===== config.mk =====
export PLATFORM = sky130hd
export DESIGN_NAME = hdmi_mode_switcher
export DESIGN_NICKNAME = d
export VERILOG_FILES = /design/src/rtl/hdmi_mode_switcher.sv
export SDC_FILE = /design/constraint.sdc
export NUM_CORES = 1
export LEC_CHECK = 0
export CAP_MARGIN = 20
export CORE_MARGIN = 3
export CORE_UTILIZATION = 30
export CTS_CLUSTER_SIZE = 30
export DETAILED_ROUTE_END_ITERATION = 8
export PLACE_DENSITY = 0.66
export SKIP_CTS_REPAIR_TIMING = 1
export SYNTH_ARGS = -nofsm -noshare
export SYNTH_HDL_FRONTEND = slang
export SYNTH_SLANG_ARGS = --single-unit

===== constraint.sdc =====
create_clock -name clk_pixel -period 2.4 [get_ports clk_pixel]
set_clock_uncertainty 0.15 [all_clocks]
set_input_delay 0.48 -clock clk_pixel [delete_from_list [all_inputs] [get_ports clk_pixel]]
set_output_delay 0.48 -clock clk_pixel [all_outputs]
set_load 0.02 [all_outputs]

===== src/rtl/hdmi_mode_switcher.sv =====
// Glitch-free sequenced selector between several HDMI timing/encoder instances.
// Switches drain the old frame, hold all generators in reset, then settle the new mode.
module hdmi_mode_switcher #(
  parameter int         NUM_MODES     = 2,
  parameter int         NUM_CHANNELS  = 3,
  parameter int         RESET_CYCLES  = 16,
  parameter int         SETTLE_FRAMES = 2,
  parameter logic [9:0] BLANK_SYMBOL  = 10'b1101010100,
  localparam int        MODE_W        = $clog2(NUM_MODES)
) (
  input  logic                              clk_pixel,
  input  logic                              reset,
  input  logic [MODE_W-1:0]                 mode_req,
  input  logic [NUM_MODES*NUM_CHANNELS*10-1:0] tmds_in,
  input  logic [NUM_MODES*11-1:0]           cx_in,
  input  logic [NUM_MODES*10-1:0]           cy_in,
  output logic [NUM_CHANNELS*10-1:0]        tmds_out,
  output logic [10:0]                       cx,
  output logic [9:0]                        cy,
  output logic [NUM_MODES-1:0]              mode_reset,
  output logic [MODE_W-1:0]                 active_mode,
  output logic                              busy,
  output logic                              audio_mute
);

  localparam int WORDS_W = NUM_CHANNELS * 10;
  localparam int CNT_W   = $clog2(RESET_CYCLES + 1);
  localparam int FRM_W   = $clog2(SETTLE_FRAMES + 1);
  localparam logic [MODE_W:0]    MODE_LIMIT = (MODE_W + 1)'(NUM_MODES);
  localparam logic [NUM_MODES-1:0] MODE_ONE = NUM_MODES'(1);

  typedef enum logic [1:0] {ST_BLANK, ST_SETTLE, ST_STEADY, ST_DRAIN} state_t;

  state_t              state, state_n;
  logic [MODE_W-1:0]   target, target_n;
  logic [MODE_W-1:0]   active_n, src;
  logic [CNT_W-1:0]    count, count_n;
  logic [FRM_W-1:0]    frames, frames_n;
  logic [NUM_MODES-1:0] mode_reset_n;
  logic [WORDS_W-1:0]  tmds_n;
  logic [10:0]         cx_n;
  logic [9:0]          cy_n;
  logic                busy_n, mute_n, blank;
  logic                req_ok, at_active, at_target;

  assign req_ok    = ({1'b0, mode_req} < MODE_LIMIT);
  assign at_active = (cx_in[int'(active_mode)*11 +: 11] == '0) &&
                     (cy_in[int'(active_mode)*10 +: 10] == '0);
  assign at_target = (cx_in[int'(target)*11 +: 11] == '0) &&
                     (cy_in[int'(target)*10 +: 10] == '0);

  always_comb begin
    state_n      = state;
    target_n     = target;
    count_n      = count;
    frames_n     = frames;
    active_n     = active_mode;
    mode_reset_n = mode_reset;
    src          = active_mode;
    blank        = 1'b1;
    case (state)
      ST_STEADY: begin
        blank        = 1'b0;
        mode_reset_n = ~(MODE_ONE << active_mode);
        if (req_ok && (mode_req != active_mode)) begin
          state_n  = ST_DRAIN;
          target_n = mode_req;
        end
      end
      ST_DRAIN: begin
        mode_reset_n = ~(MODE_ONE << active_mode);
        if (mode_req == active_mode) begin
          state_n = ST_STEADY;
          blank   = 1'b0;
        end else begin
          if (req_ok) target_n = mode_req;
          // Blank on the boundary cycle itself so the old (0,0) never leaves.
          if (at_active) begin
            state_n      = ST_BLANK;
            count_n      = CNT_W'(RESET_CYCLES);
            mode_reset_n = '1;
          end else begin
            blank = 1'b0;
          end
        end
      end
      ST_BLANK: begin
        if (count == CNT_W'(1)) begin
          state_n      = ST_SETTLE;
          mode_reset_n = ~(MODE_ONE << target);
          frames_n     = '0;
        end else begin
          count_n = count - 1'b1;
        end
      end
      ST_SETTLE: begin
        if (at_target) begin
          if (frames == FRM_W'(SETTLE_FRAMES - 1)) begin
            state_n  = ST_STEADY;
            active_n = target;
            src      = target;
            blank    = 1'b0;
          end else begin
            frames_n = frames + 1'b1;
          end
        end
      end
      default: state_n = ST_BLANK;
    endcase

    tmds_n = blank ? {NUM_CHANNELS{BLANK_SYMBOL}} : tmds_in[int'(src)*WORDS_W +: WORDS_W];
    cx_n   = blank ? 11'd0 : cx_in[int'(src)*11 +: 11];
    cy_n   = blank ? 10'd0 : cy_in[int'(src)*10 +: 10];
    busy_n = (state_n != ST_STEADY);
    mute_n = (state_n == ST_BLANK) || (state_n == ST_SETTLE);
  end

  always_ff @(posedge clk_pixel) begin
    if (reset) begin
      state       <= ST_BLANK;
      target      <= req_ok ? mode_req : '0;
      count       <= CNT_W'(RESET_CYCLES);
      frames      <= '0;
      active_mode <= '0;
      mode_reset  <= '1;
      tmds_out    <= {NUM_CHANNELS{BLANK_SYMBOL}};
      cx          <= '0;
      cy          <= '0;
      busy        <= 1'b1;
      audio_mute  <= 1'b1;
    end else begin
      state       <= state_n;
      target      <= target_n;
      count       <= count_n;
      frames      <= frames_n;
      active_mode <= active_n;
      mode_reset  <= mode_reset_n;
      tmds_out    <= tmds_n;
      cx          <= cx_n;
      cy          <= cy_n;
      busy        <= busy_n;
      audio_mute  <= mute_n;
    end
  end

endmodule


==> metrics.csv, run 1 <==
stage,metric,value,unit
outcome,outcome,finished clean,
route,total vias in the final route,3261,
logic_synthesis,syn_nets,472,
global_route,GRT overflow,0,
clock_tree,Clock Latency Late Sink,0.34,ns
route,DRT Pass-1 Iters,4,
clock_tree,CTS buffer count,9,
clock_tree,H-tree depth,3,
job,total of max-cap violations,0,
timing,crit path time final,2.393,ns
logic_synthesis,post-synthesis adder-cell area fraction,3.346,%
clock_tree,Root Buffer,clkbuf_8,
worst_setup_path,Setup CP Type,primary input to flip-flop,
cells_and_area,fin util,58.57,%
placed_design,RePlAce Congestion,0.8455,
global_route,vias in the first global route,3178,
worst_setup_path,CP required,2.53,ns
logic_synthesis,XOR/XNOR Fraction of Synth Area,1.757,%
route,total routed wirelength,10.30,mm
cells_and_area,fin nets,667,
logic_synthesis,number of enable flip-flop cells after synthesis,1,
logic_synthesis,most used flip-flop cell after synthesis,dfxtp_1,
worst_setup_path,worst-case reg-to-reg path depth,7,
floorplanning,core area,9459,µm²
worst_setup_path,Worst setup SP type,primary input,
power,pwr dens,686.8,nW/µm²
min_path,Worst Hold Depth,3,
power,maximum vdd drop,297.3,µV
logic_synthesis,Post-Synth Simple-Gate Area,27.44,%
logic_synthesis,largest family of logic cells by synthesized area,simple AND/OR/NAND/NOR gates,
worst_setup_path,reg2reg start,count[0],
power,P_leak,2.431,nW
worst_setup_path,Critical Path Start,cx_in[21],
logic_synthesis,post-synthesis async set-or-reset flop share,0,%
global_route,first-pass GRT wire length,15.90,mm
timing,Fin Hold WS,0.2769,ns
worst_setup_path,critical path arrival,2.52,ns
floorplanning,die area,11210,µm²
placed_design,detailed-placement wirelength estimate,7.579,mm
logic_synthesis,Post-Syn Instances,359,
worst_setup_path,CP Max Fanout,7,
timing,Worst Max-Slew Pin Slew,0.4436,ns
clock_tree,Max Root-Sink Buffers,2,
worst_setup_path,FF-to-FF setup slack,0.24,ns
clock_tree,"CTS clk-pin slew, worst paths",0.08,ns
min_path,min-delay src,cy_in[13],
logic_synthesis,Cell variety after synth,40,
cells_and_area,Layout area overhead,85.19,%
floorplanning,io pins,161,
logic_synthesis,post-synth design cell area,2992,µm²
timing,Max Freq,417.9,MHz
logic_synthesis,Seq cells post-synth,66,
route,initial drt markers,144,
placed_design,IO buf count,160,
cells_and_area,most frequent cells in the layout,"clkdlybuf4s50_1, nand2_1, dfxtp_1",
floorplanning,row cnt,35,
floorplanning,initial core utilization,31.63,%
clock_tree,TritonCTS clock tree,done,
worst_setup_path,Worst Setup End Kind,flip-flop,
floorplanning,Chip Width,105.9,µm
min_path,worst hold path class,primary input to flip-flop,
cells_and_area,ant diodes,0,
global_route,initial antenna violation count,0,
global_route,GRT Overall Usage,17.55,%
timing,max_slew headroom,70.43,%
min_path,Worst Hold Endpoint,cy[3],
logic_synthesis,YS warnings,0,
route,DRC,0,
cells_and_area,"commonest non-fill, non-tap cell in the layout",clkdlybuf4s50_1,
logic_synthesis,Compound-Gate Fraction of Synth Area,18.24,%
route,vias per cell,4.740,
timing,Final period util,99.71,%
worst_setup_path,Reg-to-Reg End,count[3],
timing,final hold vios,0,
logic_synthesis,mux cell area share after synthesis,0,%
logic_synthesis,sequential area share after synthesis,44.50,%
timing,final-report setup violation count,0,
logic_synthesis,Avg Inst Size Synth,8.333,µm²
global_route,largest net degree at the start of global routing,28,
cells_and_area,layout cells sized above 1,19.68,%
route,WL per Instance,14.97,µm
clock_tree,clock sink total,66,
route,post-route ant nets,0,
timing,"Slew Viols, Final",0,
floorplanning,die height,105.9,µm
power,total power,0.003805,W
-- synthesized netlist by cell type (all sizes together) (3+ instances only) --
master	number	share of area, %
nand2	108	14
dfxtp	65	43
a21oi	46	11
nand3	21	3.5
nor2	15	1.9
clkbuf	14	1.8
nor4	11	2.9
inv	9	1.1
ha	8	3.3
buf	6	1.8
nand3b	5	1.3
o21ai	5	0.84
nand4	4	0.84
o211ai	4	1.0
o22ai	4	1.0
xor2	4	1.2
a31oi	3	0.63
nand2b	3	0.63
or4b	3	1.0
-- worst max-delay path by stage --
stage	endpoint	slack, ns	cells after the start
3_5_place_dp	cy[1]	-0.61	8
4_1_cts	cy[1]	-0.25	8
5_1_grt	cx[3]	-0.02	9
2_1_floorplan	cx[0]	0.12	8
3_3_place_gp	count[0]	-0.55	9
6_report	cx[3]	0.007	9
-- routing by layer --
layer  vias to the layer above  wire length, µm  global-route usage, %
met1                      1483             4229                  21.24
li1                       1616                -                      -
met4                         0              170                  5.550
met5                         -                0                      0
met2                       143             5005                  29.14
met3                        19              891                  6.185
-- critical path: stages --
cell	delay, ns
clkdlybuf4s50_1	0.49
nor2_1	0.08
nand3_1	0.13
o22ai_4	0.09
buf_6	0.13
and3_4	0.18
or4_4	0.61
clkbuf_16	0.22
a21oi_2	0.10
-- registers in the layout (all words and copies together) (netlist names) --
name / cells
active_mode: 1
audio_mute: 1
busy: 1
count: 5
cx: 11
cy: 10
frames: 2
mode_reset: 2
state: 2
target: 1
tmds_out: 30
-- logic make-up after synthesis --
family | Yosys count
AND/OR/NAND/NOR | 177
XOR/XNOR | 6
AO/OA/AOI/OAI | 73
flip-flops | 66
adder cells (fa/ha/maj) | 8
buffers and inverters | 29
-- layout make-up --
type                            count  area [µm²]
Clock buffer                        9       123.9
Clock inverter                      7       125.1
Multi-Input combinational cell    264        1599
Fill cell                         851        3919
Sequential cell                    66        1331
Timing Repair Buffer              204        2166
Tap cell                          129       161.4
Inverter                            9       33.78
-- power by group --
part / total, W / internal (W) / switching, W
Clock: 0.00117 / 0.000701 / 0.000472
Sequential: 0.00134 / 0.00125 / 0.0000892
Combinational: 0.00129 / 0.000674 / 0.000617
-- per-stage QoR --
stage / std cells / cell area, µm² / setup WS, ns / TNS (ns)
after floorplan: 359 / 2992 / 0.1211 / 0
after global placement: 668 / 5059 / -0.5471 / -31.68
after detailed placement: 668 / 5059 / -0.6098 / -34.53
after CTS: 684 / 5308 / -0.2450 / -10.89
after global routing: 688 / 5540 / -0.01886 / -0.06550
final: 688 / 5540 / 0.007041 / 0
Power figures use the tool's default switching activity.
==> run 2: changes to the inputs <==
--- a/config.mk
+++ b/config.mk
@@ -5,12 +5,11 @@
 export SDC_FILE = /design/constraint.sdc
 export NUM_CORES = 1
 export LEC_CHECK = 0
-export CAP_MARGIN = 20
 export CORE_MARGIN = 3
 export CORE_UTILIZATION = 30
 export CTS_CLUSTER_SIZE = 30
 export DETAILED_ROUTE_END_ITERATION = 8
-export PLACE_DENSITY = 0.66
+export PLACE_DENSITY = 0.67
 export SKIP_CTS_REPAIR_TIMING = 1
 export SYNTH_ARGS = -nofsm -noshare
 export SYNTH_HDL_FRONTEND = slang
==> metrics.csv, run 2 (synthesis results as in run 1) <==
stage,metric,value,unit
power,P_leak,2.453,nW
worst_setup_path,Setup CP Type,primary input to flip-flop,
cells_and_area,fin nets,669,
clock_tree,Clock Latency Late Sink,0.35,ns
min_path,worst hold path class,primary input to flip-flop,
min_path,min-delay src,cy_in[15],
timing,Final period util,98.04,%
worst_setup_path,CP Max Fanout,7,
timing,crit path time final,2.353,ns
clock_tree,Max Root-Sink Buffers,2,
worst_setup_path,worst path cell trace,"clkdlybuf4s50_1, nor2_2, nand3b_1, o22ai_1, buf_4, and3_1, or4_4, buf_12, a21oi_2",
timing,setup TNS,0,ns
timing,final-report setup violation count,0,
worst_setup_path,worst-case reg-to-reg path depth,8,
route,total routed wirelength,10.47,mm
placed_design,detailed-placement wirelength estimate,7.784,mm
timing,Worst Max-Slew Pin Slew,0.3999,ns
cells_and_area,largest registers,"tmds_out x30, cx x11, cy x10",
power,pwr dens,668.8,nW/µm²
floorplanning,row cnt,35,
route,post-route ant nets,0,
cells_and_area,most frequent cells in the layout,"clkdlybuf4s50_1, nand2_1, dfxtp_1",
floorplanning,Chip Width,105.9,µm
clock_tree,CTS buffer count,9,
timing,max_slew headroom,73.34,%
timing,Fin Hold WS,0.2804,ns
route,DRC,0,
global_route,GRT Overall Usage,17.62,%
clock_tree,H-tree depth,3,
worst_setup_path,critical path arrival,2.48,ns
cells_and_area,ant diodes,0,
worst_setup_path,Worst Setup End Kind,flip-flop,
min_path,Worst Hold Depth,3,
cells_and_area,Largest register FFs,30,
min_path,Worst Hold Endpoint,cy[5],
worst_setup_path,max incr delay on CP,0.61,ns
worst_setup_path,Reg-to-Reg End,tmds_out[27],
timing,Max Freq,425.0,MHz
global_route,first-pass GRT wire length,15.78,mm
placed_design,RePlAce Congestion,0.8612,
timing,"Slew Viols, Final",0,
timing,"Worst Setup Slack, final",0.04710,ns
worst_setup_path,FF-to-FF setup slack,0.22,ns
placed_design,dpl ws,-0.5857,ns
worst_setup_path,Crit-path slowest cell,or4_4,
clock_tree,"CTS clk-pin slew, worst paths",0.08,ns
global_route,vias in the first global route,3185,
cells_and_area,Layout area overhead,85.99,%
route,DRT Pass-1 Iters,6,
clock_tree,clock sink total,66,
worst_setup_path,reg2reg start,state[1],
cells_and_area,"commonest non-fill, non-tap cell in the layout",clkdlybuf4s50_1,
placed_design,IO buf count,160,
job,total of max-cap violations,0,
clock_tree,Root Buffer,clkbuf_8,
route,WL per Instance,15.18,µm
global_route,initial antenna violation count,0,
power,total power,0.003721,W
floorplanning,io pins,161,
timing,final hold vios,0,
power,maximum vdd drop,269.8,µV
outcome,outcome,finished clean,
route,total vias in the final route,3267,
floorplanning,initial core utilization,31.63,%
route,vias per cell,4.735,
route,initial drt markers,138,
cells_and_area,Top reg by flops,tmds_out,
clock_tree,TritonCTS clock tree,done,
global_route,GRT overflow,0,
floorplanning,core area,9459,µm²
worst_setup_path,Worst setup SP type,primary input,
global_route,largest net degree at the start of global routing,28,
worst_setup_path,CP required,2.53,ns
cells_and_area,layout cells sized above 1,20.68,%
floorplanning,die area,11210,µm²
floorplanning,die height,105.9,µm
-- run 2: cell types whose count changed in the layout (fill, tap and decap cells not counted), sizes merged --
cell	before	now
buf	42	43
dlymetal6s2s	38	40
clkinv	2	3
clkbuf	11	13
inv	11	10
bufinv	3	2
clkdlybuf4s50	122	120
-- run 2: where the power goes --
group / switching (W) / total, W / internal, W
clock: 0.000456 / 0.00107 / 0.000615
combinational: 0.000625 / 0.00131 / 0.000682
sequential: 0.0000904 / 0.00134 / 0.00125
-- run 2: critical path, delay by kind of cell --
kind / cells / cell delay [ns]
and+or+nand+nor: 4 / 0.95
buffers and inverters: 3 / 0.84
AOI/OAI and AO/OA: 2 / 0.20
-- run 2: metal layers --
metal	vias up	share of wire, %	track usage (%)
li1	1617	-	-
met5	-	0	0
met4	0	0.95	4.440
met2	127	49	29.78
met3	11	8.4	6.246
met1	1512	41	21.32
-- run 2: per-stage QoR --
| step | instances | utilization, % | area, µm² |
|---|---|---|---|
| after floorplan | 359 | - | 2992 |
| after global placement | 667 | 53.27 | 5039 |
| after detailed placement | 667 | 53.27 | 5039 |
| after CTS | 683 | 55.66 | 5265 |
| after global routing | 690 | 58.82 | 5564 |
| final | 690 | 58.82 | 5564 |
-- run 2: cell type report --
class                           instances  area [µm²]
Clock buffer                           10       137.6
Timing Repair Buffer                  206        2187
Tap cell                              129       161.4
Fill cell                             840        3895
Inverter                                9       33.78
Sequential cell                        66        1331
Multi-Input combinational cell        264        1624
Clock inverter                          6       88.84
-- run 2: worst max path at each step --
stage                         start      endpoint  slack, ns  cells after the start
final                     cx_in[10]  tmds_out[27]       0.05                      9
after global routing       cx_in[9]  tmds_out[27]      -0.02                     10
after CTS                  cx_in[6]     frames[0]      -0.23                      8
after detailed placement   cx_in[6]         cy[1]      -0.59                      8
after global placement     cx_in[6]      count[0]      -0.51                      9
after floorplan            cy_in[0]         cx[0]       0.12                      8
